===== src/rtl/des_pkg.sv =====
// Shared types and constants for the iterative DES sequencing controller.
// Holds the controller state encoding, the round count and the encrypt
// key-schedule rotation table indexed by 0-based round number.
package des_pkg;

   localparam int DES_ROUNDS = 16;

   typedef enum logic [1:0] {
      ST_IDLE  = 2'd0,
      ST_ROUND = 2'd1,
      ST_FINAL = 2'd2,
      ST_DONE  = 2'd3
   } des_state_t;

   // C/D left-rotation amount applied before forming each encrypt subkey.
   localparam logic [1:0] KS_SHIFT_ENC [DES_ROUNDS] = '{
      2'd1, 2'd1, 2'd2, 2'd2, 2'd2, 2'd2, 2'd2, 2'd2,
      2'd1, 2'd2, 2'd2, 2'd2, 2'd2, 2'd2, 2'd2, 2'd1
   };

endpackage


===== src/rtl/des_ks_shift_sel.sv =====
// Key-schedule rotation selector: maps (round index, mode) to C/D rotation.
// Latency: purely combinational, zero cycles.
// Backpressure: none; output follows inputs every cycle.
// Ports: i_rnd_idx (0..15), i_mode (0=encrypt, 1=decrypt),
//        o_ks_shift (0/1/2 positions), o_ks_dir (0=left, 1=right).
module des_ks_shift_sel
   import des_pkg::*;
(
   input  logic [3:0] i_rnd_idx,
   input  logic       i_mode,
   output logic [1:0] o_ks_shift,
   output logic       o_ks_dir
);

   // Decrypt round k walks the encrypt schedule backwards: it undoes the
   // rotation of encrypt round 16-k. 4-bit wrap of 0-k gives 16-k for k>0.
   logic [3:0] w_mirror_idx;

   assign w_mirror_idx = 4'd0 - i_rnd_idx;

   always_comb begin
      o_ks_shift = KS_SHIFT_ENC[i_rnd_idx];
      if (i_mode) begin
         // Round 0 of decrypt uses C16/D16, which equal C0/D0 (28 total shifts).
         o_ks_shift = (i_rnd_idx == 4'd0) ? 2'd0 : KS_SHIFT_ENC[w_mirror_idx];
      end
   end

   assign o_ks_dir = i_mode;

endmodule


===== src/rtl/des_iter_ctrl.sv =====
// Sequencer for an iterative DES datapath: load, 16 rounds, final permutation.
// Latency: accept at T, rounds T+1..T+16, FP capture T+17, out_valid from T+18.
// Backpressure: holds the result in DONE until out_ready; in_ready low meanwhile.
// Ports: in_valid/in_ready/in_decrypt job handshake; ld_en, rnd_en, rnd_idx,
//        ks_shift, ks_dir, fp_en datapath controls; dp_result from datapath;
//        out_valid/out_ready/out_data result handshake; busy = not IDLE.
module des_iter_ctrl
   import des_pkg::*;
#(
   parameter int ROUNDS = DES_ROUNDS
)
(
   input  logic        clk,
   input  logic        rst_n,
   input  logic        in_valid,
   output logic        in_ready,
   input  logic        in_decrypt,
   output logic        ld_en,
   output logic        rnd_en,
   output logic [3:0]  rnd_idx,
   output logic [1:0]  ks_shift,
   output logic        ks_dir,
   output logic        fp_en,
   input  logic [63:0] dp_result,
   output logic        out_valid,
   input  logic        out_ready,
   output logic [63:0] out_data,
   output logic        busy
);

   localparam logic [3:0] LAST_RND = 4'(ROUNDS - 1);

   des_state_t  r_state;
   des_state_t  w_state_nxt;
   logic [3:0]  r_rnd_cnt;
   logic        r_mode;
   logic [63:0] r_out_data;
   logic        r_out_valid;
   logic        w_accept;
   logic [1:0]  w_sel_shift;
   logic        w_sel_dir;

   des_ks_shift_sel u_ks_shift_sel (
      .i_rnd_idx  (r_rnd_cnt),
      .i_mode     (r_mode),
      .o_ks_shift (w_sel_shift),
      .o_ks_dir   (w_sel_dir)
   );

   always_comb begin
      w_state_nxt = r_state;
      in_ready    = 1'b0;
      rnd_en      = 1'b0;
      fp_en       = 1'b0;
      ks_shift    = 2'd0;
      ks_dir      = 1'b0;
      case (r_state)
         ST_IDLE: begin
            in_ready = 1'b1;
            if (in_valid) begin
               w_state_nxt = ST_ROUND;
            end
         end
         ST_ROUND: begin
            rnd_en   = 1'b1;
            ks_shift = w_sel_shift;
            ks_dir   = w_sel_dir;
            if (r_rnd_cnt == LAST_RND) begin
               w_state_nxt = ST_FINAL;
            end
         end
         ST_FINAL: begin
            fp_en       = 1'b1;
            w_state_nxt = ST_DONE;
         end
         ST_DONE: begin
            if (out_ready) begin
               w_state_nxt = ST_IDLE;
            end
         end
         default: begin
            w_state_nxt = ST_IDLE;
         end
      endcase
   end

   assign w_accept  = in_valid & in_ready;
   assign ld_en     = w_accept;
   // The counter parks at the last round, so rnd_idx keeps its final value
   // outside ROUND without a separate holding register.
   assign rnd_idx   = r_rnd_cnt;
   assign out_valid = r_out_valid;
   assign out_data  = r_out_data;
   assign busy      = (r_state != ST_IDLE);

   always_ff @(posedge clk or negedge rst_n) begin
      if (!rst_n) begin
         r_state     <= ST_IDLE;
         r_rnd_cnt   <= 4'd0;
         r_mode      <= 1'b0;
         r_out_data  <= 64'd0;
         r_out_valid <= 1'b0;
      end else begin
         r_state <= w_state_nxt;
         if (w_accept) begin
            r_mode    <= in_decrypt;
            r_rnd_cnt <= 4'd0;
         end else if (rnd_en && (r_rnd_cnt != LAST_RND)) begin
            r_rnd_cnt <= r_rnd_cnt + 4'd1;
         end
         if (fp_en) begin
            r_out_data  <= dp_result;
            r_out_valid <= 1'b1;
         end else if ((r_state == ST_DONE) && out_ready) begin
            r_out_valid <= 1'b0;
         end
      end
   end

endmodule


===== config.mk =====
export PLATFORM = sky130hd
export DESIGN_NAME = des_iter_ctrl
export DESIGN_NICKNAME = d
export VERILOG_FILES = /design/src/rtl/des_pkg.sv /design/src/rtl/des_ks_shift_sel.sv /design/src/rtl/des_iter_ctrl.sv
export SDC_FILE = /design/constraint.sdc
export NUM_CORES = 1
export LEC_CHECK = 0
export CAP_MARGIN = 20
export CORE_ASPECT_RATIO = 1.4
export CORE_MARGIN = 2
export CORE_UTILIZATION = 36
export DETAILED_ROUTE_END_ITERATION = 10
export GPL_TIMING_DRIVEN = 0
export PLACE_DENSITY = 0.75
export SYNTH_ARGS = -nofsm -noshare
export SYNTH_HDL_FRONTEND = slang
export SYNTH_SLANG_ARGS = --single-unit

===== constraint.sdc =====
create_clock -name clk -period 1.7 [get_ports clk]
set_input_delay 0.34 -clock clk [delete_from_list [all_inputs] [get_ports clk]]
set_output_delay 0.34 -clock clk [all_outputs]
set_load 0.05 [all_outputs]

==> out/metrics.json, run 1 <==
{
  "fmax_mhz": 441,
  "all_layer_gr_usage_pct": 17.1,
  "final-seq-area_um2": 1810,
  "fp.dieArea_um2": 9050,
  "row_count": 39,
  "required_ps": 1360,
  "tritoncts": "done",
  "total_via_count_after_detailed_routing": 2303,
  "drc_errors": 0,
  "core_um2": 8100,
  "finish.net_count": 458,
  "io-pin-count": 146,
  "timing_worst_slew_pin_value_ps": 554,
  "final.setup_skew_ps": 6.71,
  "cts.path.max_buffers": 2,
  "cts_inserted_buffers": 9,
  "yosysSeqAreaShare_pct": 60.3,
  "timing_hold_violations_final": 0,
  "synthesis.area_per_instance_um2": 14.5,
  "synth_nets": 283,
  "worst_setup_hold_path_clk_slew_ps": 50,
  "max_cap_violations": 0,
  "clock_sinks": 72,
  "timing.setup.critical_path_class": "reg -> out",
  "grt_overflow_total": 0,
  "run_status": "complete, but fails checks",
  "slew_headroom_pct": 63.2,
  "mean_number_of_vias_per_cell": 4.72,
  "detailedRoute.firstPassIterationCount": 4,
  "cp_data_arrival_time_ps": 1930,
  "netlist-cell-type-count": 31,
  "grt_pass1_wl_um": 11800,
  "drtIter0Drc": 74,
  "final.period_utilization_pct": 133,
  "synth_area_um2": 2990,
  "synth_area_leaders": "sky130_fd_sc_hd__dfrtp_1 60%, sky130_fd_sc_hd__mux2_2 24%, sky130_fd_sc_hd__ha_1 3.4%",
  "yosysWarningCount": 0,
  "maxSlewViolCount": 0,
  "wl_per_cell_um": 15.3,
  "fillerInstances": 660,
  "min_path_type": "reg -> reg",
  "area_growth_synth_to_finish_pct": 73.6,
  "clock_latency_reported_for_the_late_side_of_the_worst_skew_pair_ps": 330,
  "first_global_vias": 2428,
  "cp-start-kind": "register",
  "final_layout_size_suffix_gt1_share_pct": 38.3,
  "cts.root.buffer_cell": "sky130_fd_sc_hd__clkbuf_16",
  "synth_cells": 206,
  "grt_start_max_net_pins": 38,
  "initial_core_util_pct": 36.9,
  "report.final.setup_viol": 5,
  "grt_setup_unrepaired": "true",
  "ys_ff_latch": 72,
  "place.gp.congestion": 0.719,
  "crit_fanout": 5,
  "antenna_diode_count": 0,
  "totalWireLength_um": 7470,
  "synth.largest_area_cell": "sky130_fd_sc_hd__dfrtp_1",
  "place_hpwl_um": 5490,
  "layout_min_cycle_time_ps": 2270,
  "multi_input_area_um2": 1260,
  "antenna_nets_post_route": 0,
  "fin_worst_hold_slack_ps": 487,
  "critPathCaptureType": "primary output",
  "dieWidth_um": 81.0,
  "post-route-worst-setup-slack_ps": -566,
  "failed_checks": "setup timing",
  "synth_top_area_share_pct": 60.3,
  "antenna_found_initial": 0,
  "die_height_um": 112,
  "number_of_port_buffers": 145,
  "clock_tree.htree_level_count": 3
}
[placed cells by master (no fill, tap or decap), drive strengths merged, types with 4 or more instances in the layout]
cell type / n
clkdlybuf4s50: 67
o21ai: 4
nand2: 6
a21oi: 4
clkbuf: 11
clkinv: 4
mux2: 65
nor2: 7
ha: 8
inv: 7
dfrtp: 72
dlygate4sd2: 67
buf: 37
[cell type report]
cell class	count	share of cell area [%]
Buffer	9	1.86
Clock inverter	6	1.18
Clock buffer	10	4.41
Tap cell	102	2.46
Sequential cell	72	34.9
Inverter	8	0.796
Timing Repair Buffer	165	30.0
Multi-Input combinational cell	116	24.3
[stage by stage]
stage	util, %	setup TNS, ps	cells	setup slack (ps)	area, µm²
floorplan	-	-1250	206	-430	3140
CTS	62.7	-1300	482	-569	5080
global route	64.0	-2040	488	-658	5190
detailed placement	58.5	-5520	454	-890	4740
global placement	58.3	-167970	453	-2740	4720
finish	64.0	-1340	488	-566	5190
[critical path, cell delays in order, from the launching register on]
cell and delay [ps]:
sky130_fd_sc_hd__dfrtp_4 510, sky130_fd_sc_hd__buf_12 140, sky130_fd_sc_hd__nor3_2 170, sky130_fd_sc_hd__nor4_4 80, sky130_fd_sc_hd__o31a_1 330, sky130_fd_sc_hd__nor3b_4 180
sky130_fd_sc_hd__buf_6 180
[state kept, by name, summed over array words and instances (netlist names)]
| name | cells |
|---|---|
| out_data | 64 |
| out_valid | 1 |
| rnd_idx | 4 |
| r_mode | 1 |
| r_state | 2 |
[what timing repair did]
action,4_1_cts,5_1_grt
pin swaps,9,5
setup buffers,11,7
hold buffers,1,0
endpoints found under the hold margin,35,0
setup endpoints to repair,115,45
resized for setup,136,20
[synth_stat cells, drive strengths merged]
cell / count
a21o: 1
a21oi: 4
a222oi: 1
a311oi: 1
and2: 1
and3: 1
buf: 9
clkbuf: 1
dfrtp: 72
ha: 8
inv: 8
mux2: 65
nand2: 6
nand2b: 2
nand3: 3
nand3b: 1
nor2: 7
nor3: 3
nor3b: 2
nor4: 1
o21a: 1
o21ai: 4
o2bb2ai: 1
o31a: 1
xnor2: 1
xor2: 1
[layer usage]
layer,up-vias,wire length (µm),global-route usage [%]
met5,-,0,0
met4,0,143,6.89
met3,13,545,6.40
met2,94,4000,29.8
met1,1129,2780,18.4
li1,1067,-,-
[logic make-up after synthesis]
kind of cell / after synthesis / share of synthesized area (%)
XOR/XNOR: 2 / 0.586
AO/OA/AOI/OAI: 14 / 3.06
multiplexers: 65 / 24.5
buffers and inverters: 18 / 3.06
adder cells (fa/ha/maj): 8 / 3.35
AND/OR/NAND/NOR: 27 / 5.15
flip-flops: 72 / 60.3
[final timing paths]
| check | startpoint | to | slack (ps) | cells after the start |
|---|---|---|---|---|
| hold / removal | out_valid$_DFFE_PN0P_ | out_valid$_DFFE_PN0P_ | 490 | 1 |
| max in group asynchronous | rst_n | rnd_idx[1]$_DFFE_PN0P_ | 600 | 3 |
| setup reg to reg | r_state[0]$_DFFE_PN0P_ | r_mode$_DFFE_PN0P_ | 10 | 8 |
| min in group asynchronous | rst_n | rnd_idx[3]$_DFFE_PN0P_ | 520 | 2 |
| setup / recovery | rnd_idx[1]$_DFFE_PN0P_ | ks_shift[1] | -570 | 6 |
| hold reg to reg | out_valid$_DFFE_PN0P_ | out_valid$_DFFE_PN0P_ | 490 | 1 |
Power of run 1 is left out: the tool's default activity adds up to more than one toggle a clock period on the data nets, which glitch-free logic cannot reach.
==> inputs of run 2 (changes only) <==
--- a/config.mk
+++ b/config.mk
@@ -8,10 +8,11 @@
 export CAP_MARGIN = 20
 export CORE_ASPECT_RATIO = 1.4
 export CORE_MARGIN = 2
-export CORE_UTILIZATION = 36
+export CORE_UTILIZATION = 37
 export DETAILED_ROUTE_END_ITERATION = 10
 export GPL_TIMING_DRIVEN = 0
-export PLACE_DENSITY = 0.75
+export PLACE_DENSITY = 0.77
 export SYNTH_ARGS = -nofsm -noshare
 export SYNTH_HDL_FRONTEND = slang
+export SYNTH_HIERARCHICAL = 1
 export SYNTH_SLANG_ARGS = --single-unit
==> run 2 against run 1 <==
Register-to-register slack is essentially flat; the run still ends with setup timing left; flip-flop and latch count stayed put; hold slack better by 3.2 ps; first-iteration DRC count is 27% lower.
==> out/metrics.json, run 2 <==
{
  "initial_core_util": {"value": 37.8, "unit": "%", "change": "+0.91 points"},
  "totalWireLength": {"value": 7490, "unit": "µm", "change": "+0.29%"},
  "final.setup_skew": {"value": 8.13, "unit": "ps", "change": "+1.42 ps"},
  "synth.cells.most_frequent": "72 x sky130_fd_sc_hd__dfrtp_1, 65 x sky130_fd_sc_hd__mux2_2, 9 x sky130_fd_sc_hd__ha_1",
  "cp-start-kind": "register",
  "slew_headroom": {"value": 64.3, "unit": "%", "change": "+1.1 points"},
  "fp.dieArea": {"value": 9030, "unit": "µm²", "change": "-0.29%"},
  "place_hpwl": {"value": 5520, "unit": "µm", "change": "+0.52%"},
  "synth.largest_area_cell": "sky130_fd_sc_hd__dfrtp_1",
  "detailedRoute.firstPassIterationCount": {"value": 4, "change": "unchanged"},
  "grt_start_max_net_pins": {"value": 41, "change": "+7.9%"},
  "ys_ff_latch": {"value": 72, "change": "unchanged"},
  "clock_latency_reported_for_the_late_side_of_the_worst_skew_pair": {"value": 320, "unit": "ps", "change": "about the same"},
  "most-common-layout-cells": "67 x sky130_fd_sc_hd__clkdlybuf4s50_1, 67 x sky130_fd_sc_hd__dfrtp_1, 65 x sky130_fd_sc_hd__dlygate4sd2_1, 64 x sky130_fd_sc_hd__mux2_2, 20 x sky130_fd_sc_hd__buf_4",
  "worst_r2r_path_depth": {"value": 5, "change": "-3"},
  "grt_pass1_wl": {"value": 12100, "unit": "µm", "change": "+3.2%"},
  "fmax": {"value": 444, "unit": "MHz", "change": "+0.68%"},
  "utilization": {"value": 62.9, "unit": "%", "change": "-1.1 points"},
  "area_growth_synth_to_finish_pct": 66.4,
  "whs_path_depth": {"value": 1, "change": "unchanged"},
  "critPathCaptureType": "primary output",
  "drtIter0Drc": {"value": 54, "change": "-27%"},
  "wl_per_cell": {"value": 15.4, "unit": "µm", "change": "+0.91%"},
  "finish.net_count": {"value": 456, "change": "-0.44%"},
  "netlist-cell-type-count": {"value": 37, "change": "+19%"},
  "layout_min_cycle_time": {"value": 2250, "unit": "ps", "change": "-15.3 ps"},
  "cp_slowest_cell": "sky130_fd_sc_hd__dfrtp_4",
  "clock_tree.htree_level_count": {"value": 3, "change": "unchanged"},
  "grt_overflow_total": {"value": 0, "change": "unchanged"},
  "required": {"value": 1360, "unit": "ps", "change": "about the same"},
  "synth_area_leaders": "sky130_fd_sc_hd__dfrtp_1 59%, sky130_fd_sc_hd__mux2_2 24%, sky130_fd_sc_hd__ha_1 3.7%",
  "synth_cells": {"value": 209, "change": "+1.5%"},
  "all_layer_gr_usage": {"value": 17.6, "unit": "%", "change": "+0.42 points"},
  "cp_num_cells": {"value": 7, "change": "+1"},
  "finalInstanceArea": {"value": 5100, "unit": "µm²", "change": "-1.7%"},
  "number_of_port_buffers": {"value": 145, "change": "unchanged"},
  "timing.setup.critical_path_class": "reg -> out",
  "yosysSeqAreaShare": {"value": 58.8, "unit": "%", "change": "-1.5 points"},
  "grt_setup_unrepaired": "true",
  "cts.path.max_buffers": {"value": 2, "change": "unchanged"},
  "fin_worst_hold_slack": {"value": 490, "unit": "ps", "change": "+3.18 ps"},
  "ys_async_sr_fraction": {"value": 100, "unit": "%", "change": "unchanged"},
  "first_global_vias": {"value": 2538, "change": "+4.5%"},
  "cts_inserted_buffers": {"value": 9, "change": "unchanged"},
  "timing_hold_violations_final": {"value": 0, "change": "unchanged"},
  "io-pin-count": {"value": 146, "change": "unchanged"},
  "timing_worst_slew_pin_value": {"value": 538, "unit": "ps", "change": "-16.6 ps"},
  "placedInstanceArea": {"value": 4710, "unit": "µm²", "change": "-0.50%"},
  "antenna_nets_post_route": {"value": 0, "change": "unchanged"},
  "synth_area": {"value": 3060, "unit": "µm²", "change": "+2.5%"},
  "drc_errors": {"value": 0, "change": "unchanged"},
  "die_height": {"value": 112, "unit": "µm", "change": "-0.15%"},
  "largest_reg_flops": {"value": 64, "change": "unchanged"},
  "place.gp.congestion": {"value": 0.781, "change": "+8.7%"},
  "min_path_type": "reg -> reg",
  "post-route-worst-setup-slack": {"value": -551, "unit": "ps", "change": "+15.3 ps"},
  "row_count": {"value": 39, "change": "unchanged"},
  "worst_path_dominant_cell_family": "simple AND/OR/NAND/NOR gates",
  "core": {"value": 8100, "unit": "µm²", "change": "unchanged"},
  "cp_data_arrival_time": {"value": 1910, "unit": "ps", "change": "-20 ps"},
  "clock_sinks": {"value": 72, "change": "unchanged"},
  "failed_checks": "setup timing",
  "tritoncts": "done",
  "most_frequently_used_cell_type_in_the_post_synthesis_netlist": "sky130_fd_sc_hd__dfrtp_1",
  "antenna_found_initial": {"value": 0, "change": "unchanged"},
  "synthesis.area_per_instance": {"value": 14.6, "unit": "µm²", "change": "+1.0%"},
  "cts.root.buffer_cell": "sky130_fd_sc_hd__clkbuf_16",
  "timing.critical_path.slowest_cell_delay": {"value": 480, "unit": "ps", "change": "-30 ps"},
  "maxSlewViolCount": {"value": 0, "change": "unchanged"},
  "synth_nets": {"value": 287, "change": "+1.4%"},
  "max_cap_violations": {"value": 0, "change": "unchanged"},
  "worstPathCellList": "inv_4 -> ha_4 -> or3b_4 -> o2111ai_1 -> o211ai_1 -> and2_4 -> buf_8",
  "yosysWarningCount": {"value": 6, "change": "+6"},
  "final.period_utilization": {"value": 132, "unit": "%", "change": "-0.90 points"},
  "worst_setup_hold_path_clk_slew": {"value": 50, "unit": "ps", "change": "about the same"},
  "synthFlopType": "sky130_fd_sc_hd__dfrtp_1",
  "report.final.setup_viol": {"value": 3, "change": "-2"},
  "antenna_diode_count": {"value": 0, "change": "unchanged"},
  "synth_enable_flop_cells": {"value": 0, "change": "unchanged"},
  "fillerInstances": {"value": 692, "change": "+4.8%"},
  "synth_top_area_share": {"value": 58.8, "unit": "%", "change": "-1.5 points"},
  "mean_number_of_vias_per_cell": {"value": 4.83, "change": "+2.4%"},
  "critical_path_buf_inv_count": {"value": 2, "change": "unchanged"},
  "total_via_count_after_detailed_routing": {"value": 2343, "change": "+1.7%"},
  "final_layout_size_suffix_gt1_share": {"value": 36.8, "unit": "%", "change": "-1.5 points"},
  "run_status": "complete, but fails checks",
  "dieWidth": {"value": 80.9, "unit": "µm", "change": "-0.14%"},
  "setup_tns": {"value": -1090, "unit": "ps", "change": "+253 ps"},
  "crit_fanout": {"value": 4, "change": "-1"}
}
[run 2: cell count changes in the layout (fill, tap and decap cells not counted), moves of 3 or more]
cell	change
sky130_fd_sc_hd__inv_2	+3
sky130_fd_sc_hd__buf_6	-7
sky130_fd_sc_hd__buf_4	+4
sky130_fd_sc_hd__clkinv_2	-3
sky130_fd_sc_hd__ha_4	-3
sky130_fd_sc_hd__a21oi_1	+3
sky130_fd_sc_hd__nor2_1	-4
sky130_fd_sc_hd__nand2_1	-5
[run 2: repair_timing]
action | CTS | global route
hold endpoints to repair | 32 | 0
hold buffers | 1 | 0
buffers inserted | 10 | 1
endpoints found under the setup margin | 84 | 10
resized for setup | 132 | 14
pin swaps | 3 | 4
[run 2: path summary, 6_finish.rpt]
path	startpoint	end	slack [ps]
worst max-delay path	rnd_idx[1]$_DFFE_PN0P_	ks_shift[1]	-550
worst min-delay path	out_valid$_DFFE_PN0P_	out_valid$_DFFE_PN0P_	490
worst max register to register	rnd_idx[1]$_DFFE_PN0P_	r_state[1]$_DFFE_PN0P_	10
worst min register to register	out_valid$_DFFE_PN0P_	out_valid$_DFFE_PN0P_	490
max in group asynchronous	rst_n	r_state[0]$_DFFE_PN0P_	620
min in group asynchronous	rst_n	out_data[36]$_DFFE_PN0P_	500
[run 2: through the flow]
step / setup slack, ps / cells
3_5_place_dp: -880 / 457
6_report: -551 / 485
4_1_cts: -570 / 484
5_1_grt: -630 / 485
3_3_place_gp: -2800 / 456
2_1_floorplan: -263 / 209
[run 2: cell type report]
type	count	area [µm²]	share of cell area, %
timing repair buffer	158	1480	29.0
sequential	72	1810	35.5
inverter	8	36.3	0.712
clock inverter	4	76.3	1.50
tap	102	128	2.50
buffer	11	88.8	1.74
multi-input combinational	118	1220	24.0
clock buffer	12	256	5.03
[run 2: logic make-up after synthesis]
logic type / Yosys count / synth area share (%)
buffers and inverters: 19 / 3.56
muxes: 66 / 24.3
DFF: 72 / 58.8
adders and majority gates: 9 / 3.68
AOI/OAI and AO/OA: 21 / 4.66
xor gates and xnor gates: 2 / 0.572
and+or+nand+nor: 20 / 4.41
[run 2: routing by layer]
metal / vias to the layer above / global-route usage, % / wire length (µm)
met2: 88 / 32.0 / 4140
met4: 0 / 8.25 / 137
li1: 1074 / - / -
met5: - / 0 / 0
met3: 11 / 4.78 / 516
met1: 1170 / 18.0 / 2700
[run 2: worst register-to-register path, cell delays in order, from the launching register on]
cell	delay [ps]
sky130_fd_sc_hd__dfrtp_4	420
sky130_fd_sc_hd__buf_4	180
sky130_fd_sc_hd__ha_2	220
sky130_fd_sc_hd__nand3_2	120
sky130_fd_sc_hd__a221oi_4	270
sky130_fd_sc_hd__mux2_1	350
Power of run 2 is left out for the same reason.
